--- config.mk ---
export PLATFORM = sky130hd
export DESIGN_NAME = nasti_stream_arbiter
export DESIGN_NICKNAME = d
export VERILOG_FILES = /design/src/rtl/nasti_stream_arb_pkg.sv /design/src/rtl/nasti_stream_rr_pick.sv /design/src/rtl/nasti_stream_arbiter.sv
export SDC_FILE = /design/constraint.sdc
export NUM_CORES = 1
export LEC_CHECK = 0
export ABC_AREA = 1
export CAP_MARGIN = 20
export CORE_AREA = 2 2 171 173
export CTS_CLUSTER_DIAMETER = 30
export CTS_CLUSTER_SIZE = 12
export DETAILED_ROUTE_END_ITERATION = 12
export DIE_AREA = 0 0 173 175
export GPL_TIMING_DRIVEN = 0
export PLACE_DENSITY = 0.44
export SLEW_MARGIN = 5
export SYNTH_ARGS = -nofsm -noshare
export SYNTH_HDL_FRONTEND = slang
export SYNTH_SLANG_ARGS = --single-unit
--- constraint.sdc ---
create_clock -name aclk -period 2.2 [get_ports aclk]
set_input_delay 0.22 -clock aclk [delete_from_list [all_inputs] [get_ports aclk]]
set_output_delay 0.22 -clock aclk [all_outputs]
set_load 0.02 [all_outputs]
--- src/rtl/nasti_stream_arb_pkg.sv ---
// Shared state type and pointer helpers for the NASTI-stream packet arbiter.
package nasti_stream_arb_pkg;

  typedef enum logic {
    IDLE = 1'b0,
    BUSY = 1'b1
  } arb_state_e;

  // Round-robin successor of ptr within 0..n-1.
  function automatic int unsigned rr_next(input int unsigned ptr, input int unsigned n);
    return (ptr + 32'd1 >= n) ? 32'd0 : ptr + 32'd1;
  endfunction

  function automatic int unsigned idx_width(input int unsigned n);
    return (n > 32'd1) ? $clog2(n) : 32'd1;
  endfunction

endpackage

--- src/rtl/nasti_stream_rr_pick.sv ---
// Combinational priority rotator: first asserted request at or after ptr, wrapping modulo N_SRC.
module nasti_stream_rr_pick
  import nasti_stream_arb_pkg::*;
#(
  parameter int N_SRC = 4,
  parameter int IDX_W = 2
) (
  input  logic [N_SRC-1:0] req,
  input  logic [IDX_W-1:0] ptr,
  output logic             any,
  output logic [IDX_W-1:0] idx
);

  localparam logic [IDX_W:0] N_SRC_W = (IDX_W + 1)'(N_SRC);

  logic [2*N_SRC-1:0] req_dbl;
  logic [N_SRC-1:0]   req_rot;
  logic [IDX_W-1:0]   offset;
  logic               found;
  logic [IDX_W:0]     idx_sum;

  // Rotating a doubled copy puts request ptr at bit 0, so the lowest set bit is the winner.
  assign req_dbl = {req, req};
  assign req_rot = N_SRC'(req_dbl >> ptr);
  assign any     = |req;

  always_comb begin
    offset = '0;
    found  = 1'b0;
    for (int k = 0; k < N_SRC; k++) begin
      if (!found && req_rot[k]) begin
        found  = 1'b1;
        offset = IDX_W'(k);
      end
    end
  end

  always_comb begin
    idx_sum = {1'b0, ptr} + {1'b0, offset};
    if (idx_sum >= N_SRC_W) begin
      idx = IDX_W'(idx_sum - N_SRC_W);
    end else begin
      idx = IDX_W'(idx_sum);
    end
  end

endmodule

--- src/rtl/nasti_stream_arbiter.sv ---
// Packet-granular round-robin arbiter merging N_SRC NASTI-stream sources onto one sink.
// Define NASTI_STREAM_ARB_ID_TAG_EN to replace dest t_id with the granted source index.
module nasti_stream_arbiter
  import nasti_stream_arb_pkg::*;
#(
  parameter int N_SRC      = 4,
  parameter int ID_WIDTH   = 1,
  parameter int DEST_WIDTH = 1,
  parameter int USER_WIDTH = 1,
  parameter int DATA_WIDTH = 64
) (
  input  logic                                   aclk,
  input  logic                                   areset,
  input  logic [N_SRC-1:0]                       src_t_valid,
  output logic [N_SRC-1:0]                       src_t_ready,
  input  logic [N_SRC-1:0][DATA_WIDTH-1:0]       src_t_data,
  input  logic [N_SRC-1:0][DATA_WIDTH/8-1:0]     src_t_strb,
  input  logic [N_SRC-1:0][DATA_WIDTH/8-1:0]     src_t_keep,
  input  logic [N_SRC-1:0]                       src_t_last,
  input  logic [N_SRC-1:0][ID_WIDTH-1:0]         src_t_id,
  input  logic [N_SRC-1:0][DEST_WIDTH-1:0]       src_t_dest,
  input  logic [N_SRC-1:0][USER_WIDTH-1:0]       src_t_user,
  output logic                                   dest_t_valid,
  input  logic                                   dest_t_ready,
  output logic [DATA_WIDTH-1:0]                  dest_t_data,
  output logic [DATA_WIDTH/8-1:0]                dest_t_strb,
  output logic [DATA_WIDTH/8-1:0]                dest_t_keep,
  output logic                                   dest_t_last,
  output logic [ID_WIDTH-1:0]                    dest_t_id,
  output logic [DEST_WIDTH-1:0]                  dest_t_dest,
  output logic [USER_WIDTH-1:0]                  dest_t_user,
  output logic [N_SRC-1:0]                       grant,
  output logic                                   busy
);

  localparam int               IDX_W     = idx_width(N_SRC);
  localparam logic [N_SRC-1:0] GRANT_LSB = N_SRC'(1);

  if (N_SRC < 2) begin : g_n_src_check
    $error("nasti_stream_arbiter needs at least two sources");
  end

  arb_state_e       state_q, state_d;
  logic [IDX_W-1:0] gnt_idx_q, gnt_idx_d;
  logic [IDX_W-1:0] rr_ptr_q, rr_ptr_d;
  logic             pick_any;
  logic [IDX_W-1:0] pick_idx;
  logic             fire;

  nasti_stream_rr_pick #(
    .N_SRC (N_SRC),
    .IDX_W (IDX_W)
  ) u_rr_pick (
    .req (src_t_valid),
    .ptr (rr_ptr_q),
    .any (pick_any),
    .idx (pick_idx)
  );

  always_ff @(posedge aclk) begin
    if (areset) begin
      state_q   <= IDLE;
      gnt_idx_q <= '0;
      rr_ptr_q  <= '0;
    end else begin
      state_q   <= state_d;
      gnt_idx_q <= gnt_idx_d;
      rr_ptr_q  <= rr_ptr_d;
    end
  end

  // Grant is taken in IDLE without moving a beat; it is released only by an accepted t_last.
  always_comb begin
    state_d   = state_q;
    gnt_idx_d = gnt_idx_q;
    rr_ptr_d  = rr_ptr_q;
    fire      = 1'b0;
    case (state_q)
      IDLE: begin
        if (pick_any) begin
          gnt_idx_d = pick_idx;
          state_d   = BUSY;
        end
      end
      BUSY: begin
        fire = src_t_valid[gnt_idx_q] && dest_t_ready;
        if (fire && src_t_last[gnt_idx_q]) begin
          state_d  = IDLE;
          rr_ptr_d = IDX_W'(rr_next(32'(gnt_idx_q), N_SRC));
        end
      end
      default: state_d = IDLE;
    endcase
  end

  always_comb begin
    busy        = (state_q == BUSY);
    grant       = '0;
    src_t_ready = '0;
    if (busy) begin
      grant = GRANT_LSB << gnt_idx_q;
      if (dest_t_ready) begin
        src_t_ready = grant;
      end
    end
    dest_t_valid = busy && src_t_valid[gnt_idx_q];
    dest_t_data  = src_t_data[gnt_idx_q];
    dest_t_strb  = src_t_strb[gnt_idx_q];
    dest_t_keep  = src_t_keep[gnt_idx_q];
    dest_t_last  = src_t_last[gnt_idx_q];
    dest_t_dest  = src_t_dest[gnt_idx_q];
    dest_t_user  = src_t_user[gnt_idx_q];
`ifdef NASTI_STREAM_ARB_ID_TAG_EN
    dest_t_id    = ID_WIDTH'(gnt_idx_q);
`else
    dest_t_id    = src_t_id[gnt_idx_q];
`endif
  end

`ifdef NASTI_STREAM_ARB_ID_TAG_EN
  if (ID_WIDTH < IDX_W) begin : g_id_width_check
    $error("ID_WIDTH too narrow to carry the source index tag");
  end

  logic unused_src_id;
  assign unused_src_id = ^src_t_id;
`endif

endmodule

### Word level (Yosys, flattened, before mapping)

Cells that the tools add are included.
Widths: inputs -> output; s select.

* flip-flop bits (word level): 5
* output and inout bits: 94
* word-level logic and storage cells: 54

* shift-type cells: 2
* muxes and demuxes: 30
* bitwise operators: 1
* reductions and logical operators: 12
* $lt $le $gt $ge: 3
* add/subtract/negate cells: 3

Operators with widths (number)
* $bmux 64 s2: 1
* $mux 64: 1
* $bmux 8 s2: 2
* $mux 8: 2
* $mux 4: 3
* $mux 1: 11
* $bmux 1 s2: 5
* $mux 2: 4
* $shr 8x2->4: 1
* $ge 3x3->1 const B: 2
* $logic_and 1x1->1: 6
* $reduce_and 2->1: 2
* $reduce_or 4->1: 1
* $shl 1x2->4 const A: 1
* $add 2x1->3 const B: 1
* $add 2x2->3: 1
* $logic_not 1->1: 3
* $lt 2x3->1 const B: 1
* $pmux 1 s2: 1
* $sub 2x1->2 const B: 1
* $not 1->1: 1

### Longest topological paths before layout

Gate-level depths: netlist of the first run.

* depth in word-level cells: 14
* depth in mapped cells: 13

### Cells and area by module

From an unflattened synthesis of the first run, not the netlist that was laid out.

* cell total of the unflattened synthesis: 572
* area, all modules: 2845.2 sq um

By module, submodules not included
* nasti_stream_arbiter: cells an instance 537, seq. area each 100.1 sq um, area an instance 2677.6 sq um, times used 1
* nasti_stream_rr_pick: cells an instance 35, seq. area each 0.0 sq um, area an instance 167.7 sq um, times used 1

### Worst setup path before layout of the first run

OpenSTA, ideal clock, no wires.

* path kind: reg2out
* from: register gnt_idx_q[0]
* to: output src_t_ready[2]
* required time: 1.980 ns
* arrival time: 1.457 ns
* cell stages (with the launch flop): 8
* path buffers: 3
* setup slack: 0.523 ns
* cells stage by stage: dfxtp_1 -> buf_4 -> inv_2 -> buf_2 -> buf_4 -> ha_1 -> nand2_1 -> nor2_1

* cells in the longest elaborated chain, start to end: 3

RTL lines
* start, declared: line nasti_stream_arbiter.sv:44 `logic [IDX_W-1:0] gnt_idx_q, gnt_idx_d;`
* start signal, assigned: line nasti_stream_arbiter.sv:67 `gnt_idx_q <= gnt_idx_d;`
* $shl 1x2->4: line nasti_stream_arbiter.sv:101 `grant = GRANT_LSB << gnt_idx_q;`
* $mux 4: line nasti_stream_arbiter.sv:102 `if (dest_t_ready) begin`
* $mux 4: line nasti_stream_arbiter.sv:100 `if (busy) begin`
* end, declared: line nasti_stream_arbiter.sv:15 `output logic [N_SRC-1:0] src_t_ready,`

No other way between the ends.

### Worst setup path in the final report of the first run

* from: register gnt_idx_q[0]
* to: output dest_t_data[13]

* cells in the longest elaborated chain, start to end: 2

RTL lines
* $bmux 64 s2: line nasti_stream_arbiter.sv:107 `dest_t_data = src_t_data[gnt_idx_q];`
* $mux 64 (implied by the code): line nasti_stream_arbiter.sv:107
* end, declared: line nasti_stream_arbiter.sv:25 `output logic [DATA_WIDTH-1:0] dest_t_data,`

No other way between the ends. The select of a mux whose other input is x is not followed.

==> impl_metrics.csv, run 1 <==
group,metric,value,unit
run_status,status,"completed",
placed_design,dpl.hpwl,21.81,mm
synthesis,syn_area_per_cell,4.922,sq um
layout,n_fill_cell,3230,
pwr,swShare,0.4958,
global_route,grt_overflow_total,0,
timing,maxSlewViolCount,0,
global_route,grt_antenna_before_repair,1,
synthesis,synth-adder-area-share,0.02667,
route,first_iter_violations,229,
synthesis,mappedNetlistArea,2815,sq um
min_path,hp-start,"rr_ptr_q[0]",
synthesis,synth_top_family_by_area,"compound AO/OA/AOI/OAI gates",
layout,area_growth_syn_to_layout,174.4,%
synthesis,synthArstFlopShare,0,
pwr,power.share.clock,0.099,
pwr,p_sw,1.535,mW
pwr,power.leakage,3.096,nW
synthesis,yosysWarnings,0,
synthesis,synthDistinctLibCells,26,
critical_path,r2r-start,"rr_ptr_q[0]",
pwr,internal_power,1.561,mW
layout,multi_input_area,2420,sq um
clocking,clkTransAtPathRegs,0.03,ns
placed_design,portBuffers,436,
synthesis,yosysTopAreaCellShare,0.2987,
global_route,grt_max_degree,12,
floorplan,die-area,30280,sq um
clocking,cts-htree-levels,1,
floorplan,die_h,175,microns
synthesis,synth_xor_area_frac,0.003111,
synthesis,ys_seq_area_frac,0.03556,
clocking,hold_buffers,0,
pwr,ir_drop,0.0001477,V
placed_design,post-place-ws,-0.7124,ns
min_path,worst_hold_path.endpoint,"rr_ptr_q[0]",
synthesis,synth_cells,572,
global_route,groute.usage.overall,0.1644,
critical_path,endpoint_kind,"output pin",
clocking,cts_tree,"built",
clocking,clockBufferDepth,2,
timing,slew_headroom,0.7353,
placed_design,dp_cells,1392,
critical_path,worst_r2r_path_depth,13,
synthesis,synth-compound-area-share,0.5009,
pwr,power_density,400.9,nW/um^2
timing,fin_crit,2.146,ns
timing,finalSetupViolations,0,
synthesis,yosysMostFrequentCell,"nor2_1",
floorplan,io_pins,437,
pwr,pwr-share-seq,0.037,
route,wire_per_inst,19.14,microns
timing,finalCritPeriodShare,0.9752,
timing,rsz0062_at_grt,"true",
min_path,hold_depth,2,
placed_design,gp_congestion,0.8760,
pwr,finalPower,3.097,mW
timing,max_freq,466.1,MHz
critical_path,rrSetupSlack,0.44,ns
critical_path,crit_path_start_kind,"register",
layout,stdcell_count,1397,
pwr,p_comb_frac,0.864,
critical_path,crit_type,"reg -> out",
synthesis,synth-simple-area-share,0.3178,
min_path,hold_path.class,"reg -> reg",
layout,ff_latch_area,102.6,sq um
floorplan,initial_core_util,0.09915,
layout,drive_gt1_frac,0.1255,
floorplan,die_w,173,microns
clocking,cts_sinks,5,
timing,worst_pin_slew,0.3971,ns
critical_path,arrival,1.93,ns
global_route,grt_pass1_wl,37.86,mm
synthesis,synthTopCellsByCount,"nor2_1 (178), o21ai_0 (168), o22ai_1 (83)",
floorplan,design.core.area,28390,sq um
synthesis,synth_mux_area_frac,0,
synthesis,synth-edff-count,0,
clocking,clockRootBuffer,"clkbuf_16",
critical_path,crit_path_max_fanout,10,
synthesis,ys_seq_elements,5,
timing,hold_viol,0,
critical_path,r2r_end,"gnt_idx_q[1]",
clocking,clk_latency,0.23,ns
timing,skew,0.001159,ns
synthesis,ys.flop_type,"dfxtp_1",
floorplan,num_rows,62,
synthesis,syn-num-nets,921,
flow_run,drv_cap,0,
route,avgViaCountPerCell,4.164,
synthesis,synthTopCellsByArea,"o21ai_0 (30%), nor2_1 (24%), o22ai_1 (18%), clkbuf_1 (4.4%), nand2_1 (3.9%)",
route,final_antenna_net_count,0,
route,firstDrtPassIters,5,
timing,layout_setup_ws,0.05449,ns
layout,final_net_count,1362,
global_route,first_global_vias,6001,
route,vias,5817,
synthesis,synth_top_cell_by_area,"o21ai_0",
clocking,numCtsBuffers,3,
timing,whs,0.5718,ns
critical_path,cp.required,1.98,ns
route,routed_wirelength,26.74,mm
route,route.detailed.drc,0,
[stage by stage]
| stage | util | TNS [ns] | area (sq um) |
|---|---|---|---|
| final | 0.2721 | 0 | 7725 |
| after global routing | 0.2721 | -0.03364 | 7725 |
| after CTS | 0.2760 | -0.01982 | 7836 |
| after detailed placement | 0.2698 | -40.26 | 7660 |
| after global placement | 0.2698 | -40.72 | 7660 |
| after floorplan | - | 0 | 2815 |
[area by class of cell]
| class | count | area share |
|---|---|---|
| inverter | 17 | 0.009232 |
| antenna | 1 | 0.0003239 |
| timing repair buffer | 436 | 0.5379 |
| sequential | 5 | 0.01328 |
| buffer | 56 | 0.05361 |
| clock buffer | 4 | 0.01020 |
| multi-input combinational | 494 | 0.3132 |
| tap | 384 | 0.06220 |
[layer usage]
metal,track usage,routed length [microns]
met1,0.1975,11010
met5,0,0
met2,0.3030,13390
met3,0.03460,1872
met4,0.02860,465
[registers in the layout, summed over array words and instances (netlist names)]
name	count
gnt_idx_q	2
rr_ptr_q	2
busy	1
[cells by family after synthesis]
kind of cell	after synthesis
XOR/XNOR	1
flip-flops	5
buffers and inverters	73
AO/OA/AOI/OAI	259
adder cells (fa/ha/maj)	6
AND/OR/NAND/NOR	228
[power by group through the flow]
| stage | clock network, mW | registers (mW) | logic (mW) |
|---|---|---|---|
| 3_5_place_dp | 0 | 0.114 | 2.85 |
| 3_3_place_gp | 0 | 0.114 | 2.86 |
| 5_1_grt | 0.314 | 0.117 | 2.88 |
| 4_1_cts | 0.309 | 0.115 | 2.73 |
| 2_1_floorplan | 0 | 0.112 | 1.19 |
| 6_report | 0.306 | 0.115 | 2.68 |
[worst max-delay path, stage by stage (launching register included)]
cell and delay, ns:
dfxtp_2 0.34, buf_8 0.16, inv_6 0.13, buf_8 0.18
buf_4 0.21, nor2_1 0.06, o22ai_1 0.28, clkdlybuf4s15_2 0.32
[layout by cell type, fill, tap and decap left out, drive strengths merged]
| cell | Yosys | final |
|---|---|---|
| a21boi | 1 | 1 |
| a21oi | 4 | 4 |
| buf | 22 | 26 |
| clkbuf | 34 | 73 |
| clkdlybuf4s15 | 0 | 26 |
| clkdlybuf4s50 | 0 | 345 |
| clkinv | 1 | 1 |
| dfxtp | 5 | 5 |
| diode | 0 | 1 |
| dlygate4sd2 | 0 | 26 |
| ha | 6 | 6 |
| inv | 16 | 16 |
| nand2 | 30 | 30 |
| nand3 | 15 | 15 |
| nand3b | 1 | 1 |
| nor2 | 181 | 181 |
| nor3 | 1 | 1 |
| o21ai | 171 | 171 |
| o22ai | 83 | 83 |
| xnor2 | 1 | 1 |
[worst max path at each step]
| stage | startpoint | endpoint | slack, ns | cells past startpoint |
|---|---|---|---|---|
| 2_1_floorplan | gnt_idx_q[0] | src_t_ready[2] | 0.52 | 7 |
| 3_3_place_gp | gnt_idx_q[0] | dest_t_data[0] | -0.70 | 6 |
| 3_5_place_dp | gnt_idx_q[1] | dest_t_data[32] | -0.71 | 6 |
| 4_1_cts | gnt_idx_q[0] | dest_t_data[32] | -0.02 | 7 |
| 5_1_grt | gnt_idx_q[0] | dest_t_data[56] | -0.01 | 7 |
| 6_report | gnt_idx_q[0] | dest_t_data[13] | 0.05 | 7 |
[what timing repair did]
item / in CTS / in global routing
setup buffers: 0 / 0
endpoints found under the setup margin: 91 / 62
gates resized for setup: 201 / 95
Note: power is estimated with default switching activity, not from simulation.
==> run 2: changes to the inputs <==
Settings changed: CELL_PAD_IN_SITES_DETAIL_PLACEMENT set to 0, CELL_PAD_IN_SITES_GLOBAL_PLACEMENT set to 1, CORE_AREA 2 2 171 173 to 2 2 168 170, DIE_AREA 0 0 173 175 to 0 0 170 172, GPL_ROUTABILITY_DRIVEN set to 0, PLACE_DENSITY 0.44 to 0.76.
Clock period 2.2 ns to 1.9 ns, I/O delays scaled along.
==> impl_metrics.csv, run 2 (synthesis gave the netlist of run 1 again) <==
group,metric,value,unit
route,firstDrtPassIters,5,
placed_design,portBuffers,436,
route,wl_met3,1.812,mm
critical_path,arrival,1.67,ns
critical_path,crit_type,"reg -> out",
floorplan,initial_core_util,0.1025,
critical_path,r2r_end,"gnt_idx_q[1]",
pwr,p_comb_frac,0.869,
global_route,grt_max_degree,12,
min_path,hold_depth,2,
timing,skew,0.0001173,ns
global_route,grt_overflow_total,0,
clocking,clockRootBuffer,"clkbuf_16",
pwr,swShare,0.4870,
clocking,cts_tree,"built",
min_path,hp-start,"rr_ptr_q[0]",
route,routed_wirelength,26.44,mm
pwr,internal_power,1.906,mW
layout,final_cell_area,7800,sq um
global_route,groute.usage.overall,0.1634,
clocking,hold_buffers,0,
critical_path,r2r-start,"rr_ptr_q[0]",
pwr,p_sw,1.809,mW
route,vias,5944,
timing,maxSlewViolCount,0,
critical_path,endpoint_kind,"output pin",
critical_path,cp.required,1.71,ns
route,wl_met1,11.22,mm
floorplan,num_rows,61,
placed_design,dpl_cell_area,7612,sq um
placed_design,dp_cells,1354,
layout,final_cell_mix,"clkdlybuf4s50_1 (344), nor2_1 (177), o21ai_0 (157), o22ai_1 (76), buf_2 (73)",
route,avgViaCountPerCell,4.355,
pwr,power.share.clock,0.094,
clocking,clkTransAtPathRegs,0.03,ns
pwr,ir_drop,0.0001912,V
clocking,clk_latency,0.23,ns
critical_path,worst_r2r_path_depth,13,
pwr,pwr-share-seq,0.037,
floorplan,die_h,172,microns
pwr,power_density,476.2,nW/um^2
layout,area_growth_syn_to_layout,177.1,%
route,wire_per_inst,19.37,microns
timing,finalCritPeriodShare,0.9802,
route,first_iter_violations,330,
route,final_antenna_net_count,0,
route,route.detailed.drc,0,
timing,finalSetupViolations,0,
min_path,worst_hold_path.endpoint,"rr_ptr_q[0]",
layout,stdcell_count,1365,
timing,worst_pin_slew,0.3824,ns
clocking,cts_sinks,5,
clocking,numCtsBuffers,3,
floorplan,die_w,170,microns
layout,drive_gt1_frac,0.1732,
floorplan,die-area,29240,sq um
global_route,grt_antenna_before_repair,3,
critical_path,rrSetupSlack,0.29,ns
floorplan,io_pins,437,
timing,rsz0062_at_grt,"true",
timing,whs,0.5154,ns
global_route,first_global_vias,5870,
flow_run,drv_cap,0,
route,met2_length,12.94,mm
layout,final_net_count,1366,
min_path,hold_path.class,"reg -> reg",
timing,hold_viol,0,
pwr,power.leakage,3.191,nW
critical_path,crit_path_max_fanout,10,
global_route,grt_pass1_wl,35.72,mm
timing,slew_headroom,0.7424,
timing,max_freq,537.0,MHz
clocking,clockBufferDepth,2,
layout,layout_commonest_cell,"clkdlybuf4s50_1",
run_status,status,"completed",
route,routed.top_layer,"met4",
placed_design,dpl.hpwl,21.07,mm
timing,fin_crit,1.862,ns
clocking,cts-htree-levels,1,
critical_path,crit_path_start_kind,"register",
floorplan,design.core.area,27480,sq um
==> run 2: stage by stage <==
| step | power (mW) | utilization | worst slack, ns | TNS, ns |
|---|---|---|---|---|
| after CTS | 3.725 | 0.2832 | 0.001025 | 0 |
| final | 3.715 | 0.2839 | 0.03770 | 0 |
| after detailed placement | 3.396 | 0.2770 | -0.9635 | -68.21 |
| after floorplan | 1.503 | - | 0.2534 | 0 |
| after global placement | 3.401 | 0.2770 | -0.9641 | -68.31 |
| after global routing | 3.952 | 0.2837 | -0.001470 | -0.001470 |
==> run 2: how the worst max path moves through the flow <==
stage / from / to / slack (ns)
after detailed placement: gnt_idx_q[0] / dest_t_data[6] / -0.96
after CTS: gnt_idx_q[0] / dest_t_data[37] / 0.001
final: gnt_idx_q[0] / dest_t_data[53] / 0.04
after global placement: gnt_idx_q[0] / dest_t_data[6] / -0.96
after global routing: gnt_idx_q[0] / grant[2] / -0.001
after floorplan: gnt_idx_q[0] / src_t_ready[2] / 0.25
==> run 2: final cells by class <==
cell class | count | area (sq um)
fill | 3120 | 19680
timing repair buffer | 440 | 4058
multi-input combinational | 494 | 2446
buffer | 56 | 583.1
tap | 346 | 432.9
sequential | 5 | 108.9
inverter | 17 | 85.08
clock buffer | 4 | 78.83
antenna | 3 | 7.507
==> run 2: repair_timing <==
item / 4_1_cts / 5_1_grt
resized for setup: 492 / 50
setup endpoints to repair: 92 / 42
pin swaps: 1 / 2
setup buffers: 2 / 0
gates cloned: 2 / 0
==> run 2: metal layers <==
layer | GRT usage | vias up
li1 | - | 2909
met1 | 0.2024 | 2708
met2 | 0.2937 | 303
met3 | 0.03296 | 24
met4 | 0.03233 | 0
met5 | 0 | -
==> run 2: power groups by stage <==
stage,sequential [mW],combinational [mW],clock [mW]
finish,0.137,3.23,0.349
global route,0.139,3.45,0.359
CTS,0.136,3.23,0.356
detailed placement,0.132,3.26,0
global placement,0.132,3.27,0
floorplan,0.129,1.37,0
==> run 2: critical path: stages (launching register included) <==
cell     delay, ns
dfxtp_4       0.38
buf_12        0.16
buf_12        0.16
buf_12        0.15
buf_6         0.15
nor2_1        0.06
o22ai_2       0.20
buf_6         0.16
